===== config.mk =====
export PLATFORM = sky130hd
export DESIGN_NAME = asa_pio_master
export DESIGN_NICKNAME = d
export VERILOG_FILES = /design/src/rtl/asa_pio_master.sv
export SDC_FILE = /design/constraint.sdc
export NUM_CORES = 1
export LEC_CHECK = 0
export ABC_AREA = 1
export BUFFER_PORTS_ARGS = -buffer_cell sky130_fd_sc_hd__buf_4
export CAP_MARGIN = 20
export CORE_MARGIN = 3
export CORE_UTILIZATION = 48
export DETAILED_ROUTE_END_ITERATION = 16
export PLACE_DENSITY_LB_ADDON = 0.08
export SLEW_MARGIN = 20
export SYNTH_ARGS = -nofsm -noshare
export SYNTH_HDL_FRONTEND = slang
export SYNTH_SLANG_ARGS = --single-unit

===== constraint.sdc =====
create_clock -name clk -period 2.14 [get_ports clk]
set_input_delay 0.321 -clock clk [delete_from_list [all_inputs] [get_ports clk]]
set_output_delay 0.321 -clock clk [all_outputs]
set_load 0.02 [all_outputs]

===== src/rtl/asa_pio_master.sv =====
// Single-outstanding PIO bus master: accepts one host command, runs ISSUE/WAIT on the register bus, then drains.
// Optional WAIT/DRAIN timeout is enabled by defining ASA_PIO_MASTER_TIMEOUT_EN.
module asa_pio_master #(
    parameter int unsigned PIO_NBITS      = 8,
    parameter int unsigned TIMEOUT_CYCLES = 255
) (
    input  logic                 clk,
    input  logic                 rst,
    input  logic                 clk_div,
    input  logic                 host_req,
    input  logic                 host_wr,
    input  logic [PIO_NBITS-1:0] host_addr,
    input  logic [PIO_NBITS-1:0] host_wdata,
    output logic                 host_gnt,
    output logic                 host_done,
    output logic                 host_err,
    output logic [PIO_NBITS-1:0] host_rdata,
    output logic                 reg_bs,
    output logic                 reg_wr,
    output logic                 reg_rd,
    output logic [PIO_NBITS-1:0] reg_addr,
    output logic [PIO_NBITS-1:0] reg_din,
    input  logic                 pio_ack,
    input  logic                 pio_rvalid,
    input  logic [PIO_NBITS-1:0] pio_rdata
);

    typedef enum logic [1:0] {
        IDLE  = 2'd0,
        ISSUE = 2'd1,
        WAIT  = 2'd2,
        DRAIN = 2'd3
    } state_e;

    state_e                 state_q, state_d;
    logic                   wr_q, wr_d;
    logic                   host_gnt_q, host_gnt_d;
    logic                   host_done_q, host_done_d;
    logic [PIO_NBITS-1:0]   host_rdata_q, host_rdata_d;
    logic                   reg_bs_q, reg_bs_d;
    logic                   reg_wr_q, reg_wr_d;
    logic                   reg_rd_q, reg_rd_d;
    logic [PIO_NBITS-1:0]   reg_addr_q, reg_addr_d;
    logic [PIO_NBITS-1:0]   reg_din_q, reg_din_d;
    logic                   wait_hit;
    logic                   bus_quiet;
    logic                   cnt_expired;
    logic                   host_err_d;

`ifdef ASA_PIO_MASTER_TIMEOUT_EN
    localparam int unsigned CNT_W = 8;
    localparam logic [CNT_W-1:0] CNT_LAST = CNT_W'(TIMEOUT_CYCLES - 1);

    logic [CNT_W-1:0] cnt_q, cnt_d;
    logic             host_err_q;

    // Counter value in WAIT/DRAIN cycle k is k-1, so this marks the TIMEOUT_CYCLES-th cycle.
    assign cnt_expired = (cnt_q >= CNT_LAST);
`else
    assign cnt_expired = 1'b0;
`endif

    assign wait_hit  = wr_q ? pio_ack : pio_rvalid;
    assign bus_quiet = ~pio_ack & ~pio_rvalid;

    // Next-state and registered-output computation.
    always_comb begin
        state_d      = state_q;
        wr_d         = wr_q;
        host_done_d  = 1'b0;
        host_err_d   = 1'b0;
        host_rdata_d = host_rdata_q;
        reg_addr_d   = reg_addr_q;
        reg_din_d    = reg_din_q;
`ifdef ASA_PIO_MASTER_TIMEOUT_EN
        cnt_d        = cnt_q;
`endif

        unique case (state_q)
            IDLE: begin
                if (host_req && host_gnt_q) begin
                    state_d    = ISSUE;
                    wr_d       = host_wr;
                    reg_addr_d = host_addr;
                    reg_din_d  = host_wdata;
                end
            end
            ISSUE: begin
                state_d = WAIT;
`ifdef ASA_PIO_MASTER_TIMEOUT_EN
                cnt_d   = '0;
`endif
            end
            WAIT: begin
                // Completion wins over a timeout landing on the same cycle.
                if (wait_hit) begin
                    state_d      = DRAIN;
                    host_done_d  = 1'b1;
                    host_rdata_d = wr_q ? '0 : pio_rdata;
`ifdef ASA_PIO_MASTER_TIMEOUT_EN
                    cnt_d        = '0;
`endif
                end else if (cnt_expired) begin
                    state_d      = DRAIN;
                    host_done_d  = 1'b1;
                    host_err_d   = 1'b1;
                    host_rdata_d = '1;
`ifdef ASA_PIO_MASTER_TIMEOUT_EN
                    cnt_d        = '0;
`endif
                end else begin
`ifdef ASA_PIO_MASTER_TIMEOUT_EN
                    cnt_d = cnt_q + CNT_W'(1);
`endif
                end
            end
            DRAIN: begin
                // Exit only on a slow-phase strobe so the responder's registered ack has settled.
                if (clk_div && (bus_quiet || cnt_expired)) begin
                    state_d = IDLE;
                end else begin
`ifdef ASA_PIO_MASTER_TIMEOUT_EN
                    if (cnt_q != '1) begin
                        cnt_d = cnt_q + CNT_W'(1);
                    end
`endif
                end
            end
        endcase

        host_gnt_d = (state_d == IDLE);
        reg_bs_d   = (state_d == ISSUE) || (state_d == WAIT);
        reg_wr_d   = (state_d == ISSUE) && wr_d;
        reg_rd_d   = (state_d == ISSUE) && !wr_d;
    end

    always_ff @(posedge clk) begin
        if (rst) begin
            state_q      <= IDLE;
            wr_q         <= 1'b0;
            host_gnt_q   <= 1'b1;
            host_done_q  <= 1'b0;
            host_rdata_q <= '0;
            reg_bs_q     <= 1'b0;
            reg_wr_q     <= 1'b0;
            reg_rd_q     <= 1'b0;
            reg_addr_q   <= '0;
            reg_din_q    <= '0;
        end else begin
            state_q      <= state_d;
            wr_q         <= wr_d;
            host_gnt_q   <= host_gnt_d;
            host_done_q  <= host_done_d;
            host_rdata_q <= host_rdata_d;
            reg_bs_q     <= reg_bs_d;
            reg_wr_q     <= reg_wr_d;
            reg_rd_q     <= reg_rd_d;
            reg_addr_q   <= reg_addr_d;
            reg_din_q    <= reg_din_d;
        end
    end

`ifdef ASA_PIO_MASTER_TIMEOUT_EN
    always_ff @(posedge clk) begin
        if (rst) begin
            cnt_q      <= '0;
            host_err_q <= 1'b0;
        end else begin
            cnt_q      <= cnt_d;
            host_err_q <= host_err_d;
        end
    end

    assign host_err = host_err_q;
`else
    // Without the timeout an error completion cannot occur.
    assign host_err = host_err_d;
`endif

    assign host_gnt   = host_gnt_q;
    assign host_done  = host_done_q;
    assign host_rdata = host_rdata_q;
    assign reg_bs     = reg_bs_q;
    assign reg_wr     = reg_wr_q;
    assign reg_rd     = reg_rd_q;
    assign reg_addr   = reg_addr_q;
    assign reg_din    = reg_din_q;

endmodule


==> results of run 1 <==
-- power groups by stage --
stage | Sequential, mW | Combinational, mW | Clock (mW)
2_1_floorplan | 0.815 | 0.237 | 0
3_3_place_gp | 0.727 | 0.476 | 0
3_5_place_dp | 0.730 | 0.486 | 0
4_1_cts | 0.717 | 0.487 | 0.469
5_1_grt | 0.727 | 0.538 | 0.495
6_report | 0.717 | 0.482 | 0.459
-- final cells by class --
type,instances,area [µm²],share of cell area (%)
inverter,10,42.54,2.405
clock buffer,5,37.54,2.122
multi-input combinational,117,525.5,29.70
clock inverter,3,42.54,2.405
timing repair buffer,59,442.9,25.04
sequential,32,640.6,36.21
tap,30,37.54,2.122
-- cell families after synthesis --
| group | share of synthesized area, % |
|---|---|
| fa+ha+maj | 1.960 |
| other cells | 0.2938 |
| flops | 50.20 |
| simple gates | 28.53 |
| buf+inv | 8.626 |
| compound gates | 10.39 |
-- worst paths after layout --
check	startpoint	endpoint	slack, ns
min	rst	reg_bs	0.18
min reg2reg	reg_addr[7]	reg_addr[7]	0.50
max	wr_q	host_gnt	0.49
max reg2reg	wr_q	host_gnt	0.49
-- cells in the final DEF, fill, tap and decap left out --
cell / instances
nor2_2: 1
clkinvlp_4: 1
nand3_1: 9
inv_2: 1
or2_2: 1
bufinv_16: 1
o21ai_1: 4
conb_1: 1
nor2_4: 1
inv_6: 1
o21ai_0: 12
a21oi_1: 9
inv_1: 8
nor2_1: 46
buf_4: 59
nand2_1: 28
dfxtp_1: 32
clkbuf_4: 5
clkinv_2: 1
nand2_4: 1
o21bai_1: 1
ha_1: 2
nand2_2: 1
-- flip-flops by register name (all words and copies together) (netlist names) --
register	cells
state_q	2
reg_bs	1
reg_rd	1
reg_addr	8
reg_din	8
host_rdata	8
wr_q	1
host_done	1
host_gnt	1
reg_wr	1
-- layer usage --
metal | track usage [%] | up-vias
li1 | - | 635
met1 | 20.03 | 526
met2 | 31.13 | 37
met3 | 7.919 | 6
met4 | 7.616 | 0
met5 | 0 | -
-- critical path: stages (launching register included) --
cell,delay (ns)
dfxtp_1,0.34
inv_2,0.13
nand2_1,0.08
nand2_2,0.23
nand2_1,0.13
nand3_1,0.14
inv_1,0.06
ha_1,0.18
or2_2,0.26
-- metrics by stage --
step | hold WS (ns) | setup slack, ns
2_1_floorplan | 0.3922 | 0.7535
6_report | 0.1764 | 0.4864
4_1_cts | 0.1611 | 0.4875
3_3_place_gp | 0.4630 | 0.5864
3_5_place_dp | 0.4792 | 0.5042
5_1_grt | 0.1589 | 0.3654
==> results.toml, run 1 <==
[global_route]
grt_pass1_wl_mm = 4.671
grt_antenna_before_repair = 0
grt-ovfl-total = 0
grt_max_degree = 27
grt_pass1_vias = 1128
grtUsageTotal_pct = 18.40

[route]
met3_length_um = 236
wl_met1_mm = 1.198
highest_layer = "met4"
wl_met2_mm = 1.369
routed_via_density = 4.703
wirelength_mm = 2.853
wl_per_cell_um = 11.14
routed-via-count = 1204
dr.pass1.iters = 4
route.detailed.drc = 0
ant_nets = 0
drt_iter0_markers = 44

[layout]
antenna-diode-count = 0
stdcell_count = 256
nets = 258
fin_util_pct = 70.77
drive_above_1_share_pct = 32.74
design_area_um2 = 1769
area_growth_pct = 38.63
fill_cells = 211

[synthesis]
syn-instance-count = 166
synth.distinct_cells = 23
synthTopCellsByCount = "46 x nor2_1, 32 x dfxtp_1, 28 x nand2_1"
synth_area_leader_cell = "dfxtp_1"
syn_avg_cell_area_um2 = 7.688
async_flop_share_pct = 0
ys_top_cells_by_area = "dfxtp_1 50%, nor2_1 14%, nand2_1 8.2%"
yosysMostFrequentCell = "nor2_1"
synth.net_count = 199
yosys_warnings = 0
synth_ff_type = "dfxtp_1"
synth_area_um2 = 1276
netlist.area_leader.share_pct = 50.20
seq_area_frac_synth_pct = 50.20
ys_ff_latch = 32
synth_edf_count = 0

[clock_tree]
clockRootBuffer = "clkbuf_4"
cts_sinks = 32
post_cts_resized = 0
clock_latency_ns = 0.34
cts_buffers = 5
clock_path_buffers = 2
path_clk_slew_ns = 0.10
hold_buffers = 0
cts_tree = "yes"
cts_setup_buffers = 0
htreeDepth = 2

[timing]
setup_violations = 0
fmax_mhz = 604.8
rsz0062_at_grt = "no"
fin_setup_tns_ns = 0
fin_crit_sh_pct = 77.27
slew-limit-headroom_pct = 54.66
slew_violations = 0
timing.final.crit_period_ns = 1.654
hold_viol = 0
worst_pin_slew_ns = 0.6793
finClkSkew_ns = 0.006322

[power]
p_leak_nw = 0.8851
finalPower_mw = 1.658
p_clk_share_pct = 27.7
ir_worst_vdd_mv = 0.8181
intPower_mw = 1.118
comb_power_share_pct = 29.1
p_sw_mw = 0.5404
p_per_area_nw_per_um2 = 937.2
power.share.switching_pct = 32.59
pwr-share-seq_pct = 43.2

[setup_path]
end_kind = "flip-flop"
crit_fanout = 17
path_class = "flip-flop to flip-flop"
worst_r2r_path_depth = 8
cp.arrival_ns = 1.88
required_ns = 2.37
critPathLaunchType = "flip-flop"

[place]
place.gp.congestion = 0.8387
dpl.cell_count = 248
port_buffers = 59
hpwl_mm = 2.078
placed_area_um2 = 1689

[floorplan]
ios = 61
rows = 18
die_h_um = 57.57
fp.coreArea_um2 = 2500
start_util_pct = 51.05
die_width_um = 57.57
dieArea_um2 = 3314

[hold_path]
min_path_cells = 2
min_path_type = "input pin to flip-flop"

[outcome]
status = "finished, final reports clean"

[run]
cap_violations = 0
Power figures use the tool's default switching activity.
==> run 2: changes to the inputs <==
--- a/config.mk
+++ b/config.mk
@@ -9,7 +9,7 @@
 export BUFFER_PORTS_ARGS = -buffer_cell sky130_fd_sc_hd__buf_4
 export CAP_MARGIN = 20
 export CORE_MARGIN = 3
-export CORE_UTILIZATION = 48
+export CORE_UTILIZATION = 40
 export DETAILED_ROUTE_END_ITERATION = 16
 export PLACE_DENSITY_LB_ADDON = 0.08
 export SLEW_MARGIN = 20
==> constraint.sdc (replaced) <==
create_clock -name clk -period 1.4 [get_ports clk]
set_input_delay 0.21 -clock clk [delete_from_list [all_inputs] [get_ports clk]]
set_output_delay 0.21 -clock clk [all_outputs]
set_load 0.02 [all_outputs]
==> run 2 against run 1 <==
Net effect:
- clock power increased by 17%
- routed wire length increased by 2.3%
- utilization decreased by 8.2 points
- total power increased by 45%
- cell count increased by 7.0%
- worst setup slack got worse by 0.43 ns
- register-to-register slack got worse by 0.43 ns
- design area increased by 2.5%
- combinational power increased by 61%
- largest power group unchanged
==> results.toml, run 2 (synthesis gave the netlist of run 1 again) <==
[outcome]
status = "finished, final reports clean"

[timing]
timing.final.crit_period_ns = 1.342
hold_viol = 0
finClkSkew_ns = 0.003737
fin_crit_sh_pct = 95.89
setup_violations = 0
layout_setup_ws_ns = 0.05756
fmax_mhz = 744.9
slew_violations = 0
fin_setup_tns_ns = 0
whs_ns = 0.08974
rsz0062_at_grt = "no"

[place]
placed_area_um2 = 1749
place.gp.congestion = 0.7420
pre_cts_slack_ns = 0.02640
hpwl_mm = 2.178
port_buffers = 59
dpl.cell_count = 266

[setup_path]
critPathMaxStageDelay_ns = 0.42
cp_cell_sequence = "nand2_1 -> inv_1 -> nand2_1 -> nand3_2 -> inv_1 -> ha_1 -> or2_2"
crit_buf_inv = 2
critPathLaunch = "state_q[0]"
cp.arrival_ns = 1.55
crit_fanout = 3
end_kind = "flip-flop"
worstReg2RegStart = "state_q[0]"
critPathLaunchType = "flip-flop"
path_class = "flip-flop to flip-flop"
required_ns = 1.61
crit_family = "simple AND/OR/NAND/NOR gates"
cp_slowest_cell = "dfxtp_1"

[clock_tree]
cts_tree = "yes"
clock_latency_ns = 0.31
clockRootBuffer = "clkbuf_4"
path_clk_slew_ns = 0.09
htreeDepth = 2
cts_setup_buffers = 0
hold_buffers = 0
cts_sinks = 32
clock_path_buffers = 2
cts_buffers = 5

[power]
p_sw_mw = 0.7956
power.share.switching_pct = 33.04
intPower_mw = 1.613
pwr-share-seq_pct = 45.5
finalPower_mw = 2.408
p_leak_nw = 0.9104
p_per_area_nw_per_um2 = 1327
comb_power_share_pct = 32.2
ir_worst_vdd_mv = 0.6446
p_clk_share_pct = 22.2

[floorplan]
fp.coreArea_um2 = 2900
start_util_pct = 44.00
rows = 19
ios = 61
dieArea_um2 = 3904
die_h_um = 62.49
die_width_um = 62.49

[global_route]
grt_max_degree = 19
grt_pass1_vias = 1204
grt-ovfl-total = 0
grtUsageTotal_pct = 15.49
grt_pass1_wl_mm = 4.961
grt_antenna_before_repair = 0

[layout]
fin_util_pct = 62.55
design_area_um2 = 1814
nets = 264
drive_above_1_share_pct = 34.48
layout_common_cells = "65 x buf_4, 46 x nor2_1, 31 x dfxtp_1, 28 x nand2_1, 12 x o21ai_0"
stdcell_count = 274
area_growth_pct = 42.16
final_common_cell = "buf_4"
antenna-diode-count = 0

[hold_path]
min_path_type = "input pin to flip-flop"
hold_path_startpoint = "rst"

[route]
routed_via_density = 4.566
route.detailed.drc = 0
highest_layer = "met4"
wl_met1_mm = 1.281
ant_nets = 0
wl_per_cell_um = 10.66
wirelength_mm = 2.920
drt_iter0_markers = 60
met3_length_um = 223
wl_met2_mm = 1.374
routed-via-count = 1251
dr.pass1.iters = 4

[run]
cap_violations = 0
## run 2: metal layers
metal	vias to the layer above	GRT usage, %
met5	-	0
met4	0	5.785
met3	5	5.216
met2	42	27.56
met1	551	16.91
li1	653	-
## run 2: final cells by class
type                    count  area, µm²
fillers                   290       1086
flip-flops and latches     32      641.9
multi-input cells         117      530.5
repair buffers             65      488.0
clock buffers               8      58.81
well taps                  42      52.55
inverters                  10      42.54
## run 2: timing repair
item | 4_1_cts | 5_1_grt
endpoints found under the setup margin | 0 | 2
gates resized for setup | 0 | 2
endpoints found under the hold margin | 0 | 0
## run 2: worst paths after layout
check                                   to  slack, ns  cells after the start
worst min-delay path                  wr_q       0.09                      2
worst min register to register  reg_din[5]       0.49                      2
worst max-delay path              host_gnt       0.06                      7
worst max register to register    host_gnt       0.06                      7
## run 2: power by group through the flow
stage	logic [mW]	clock network [mW]	registers, mW
after floorplan	0.363	0	1.25
after global placement	0.761	0	1.11
after detailed placement	0.782	0	1.12
after CTS	0.783	0.564	1.10
after global routing	0.863	0.606	1.11
final	0.776	0.536	1.10
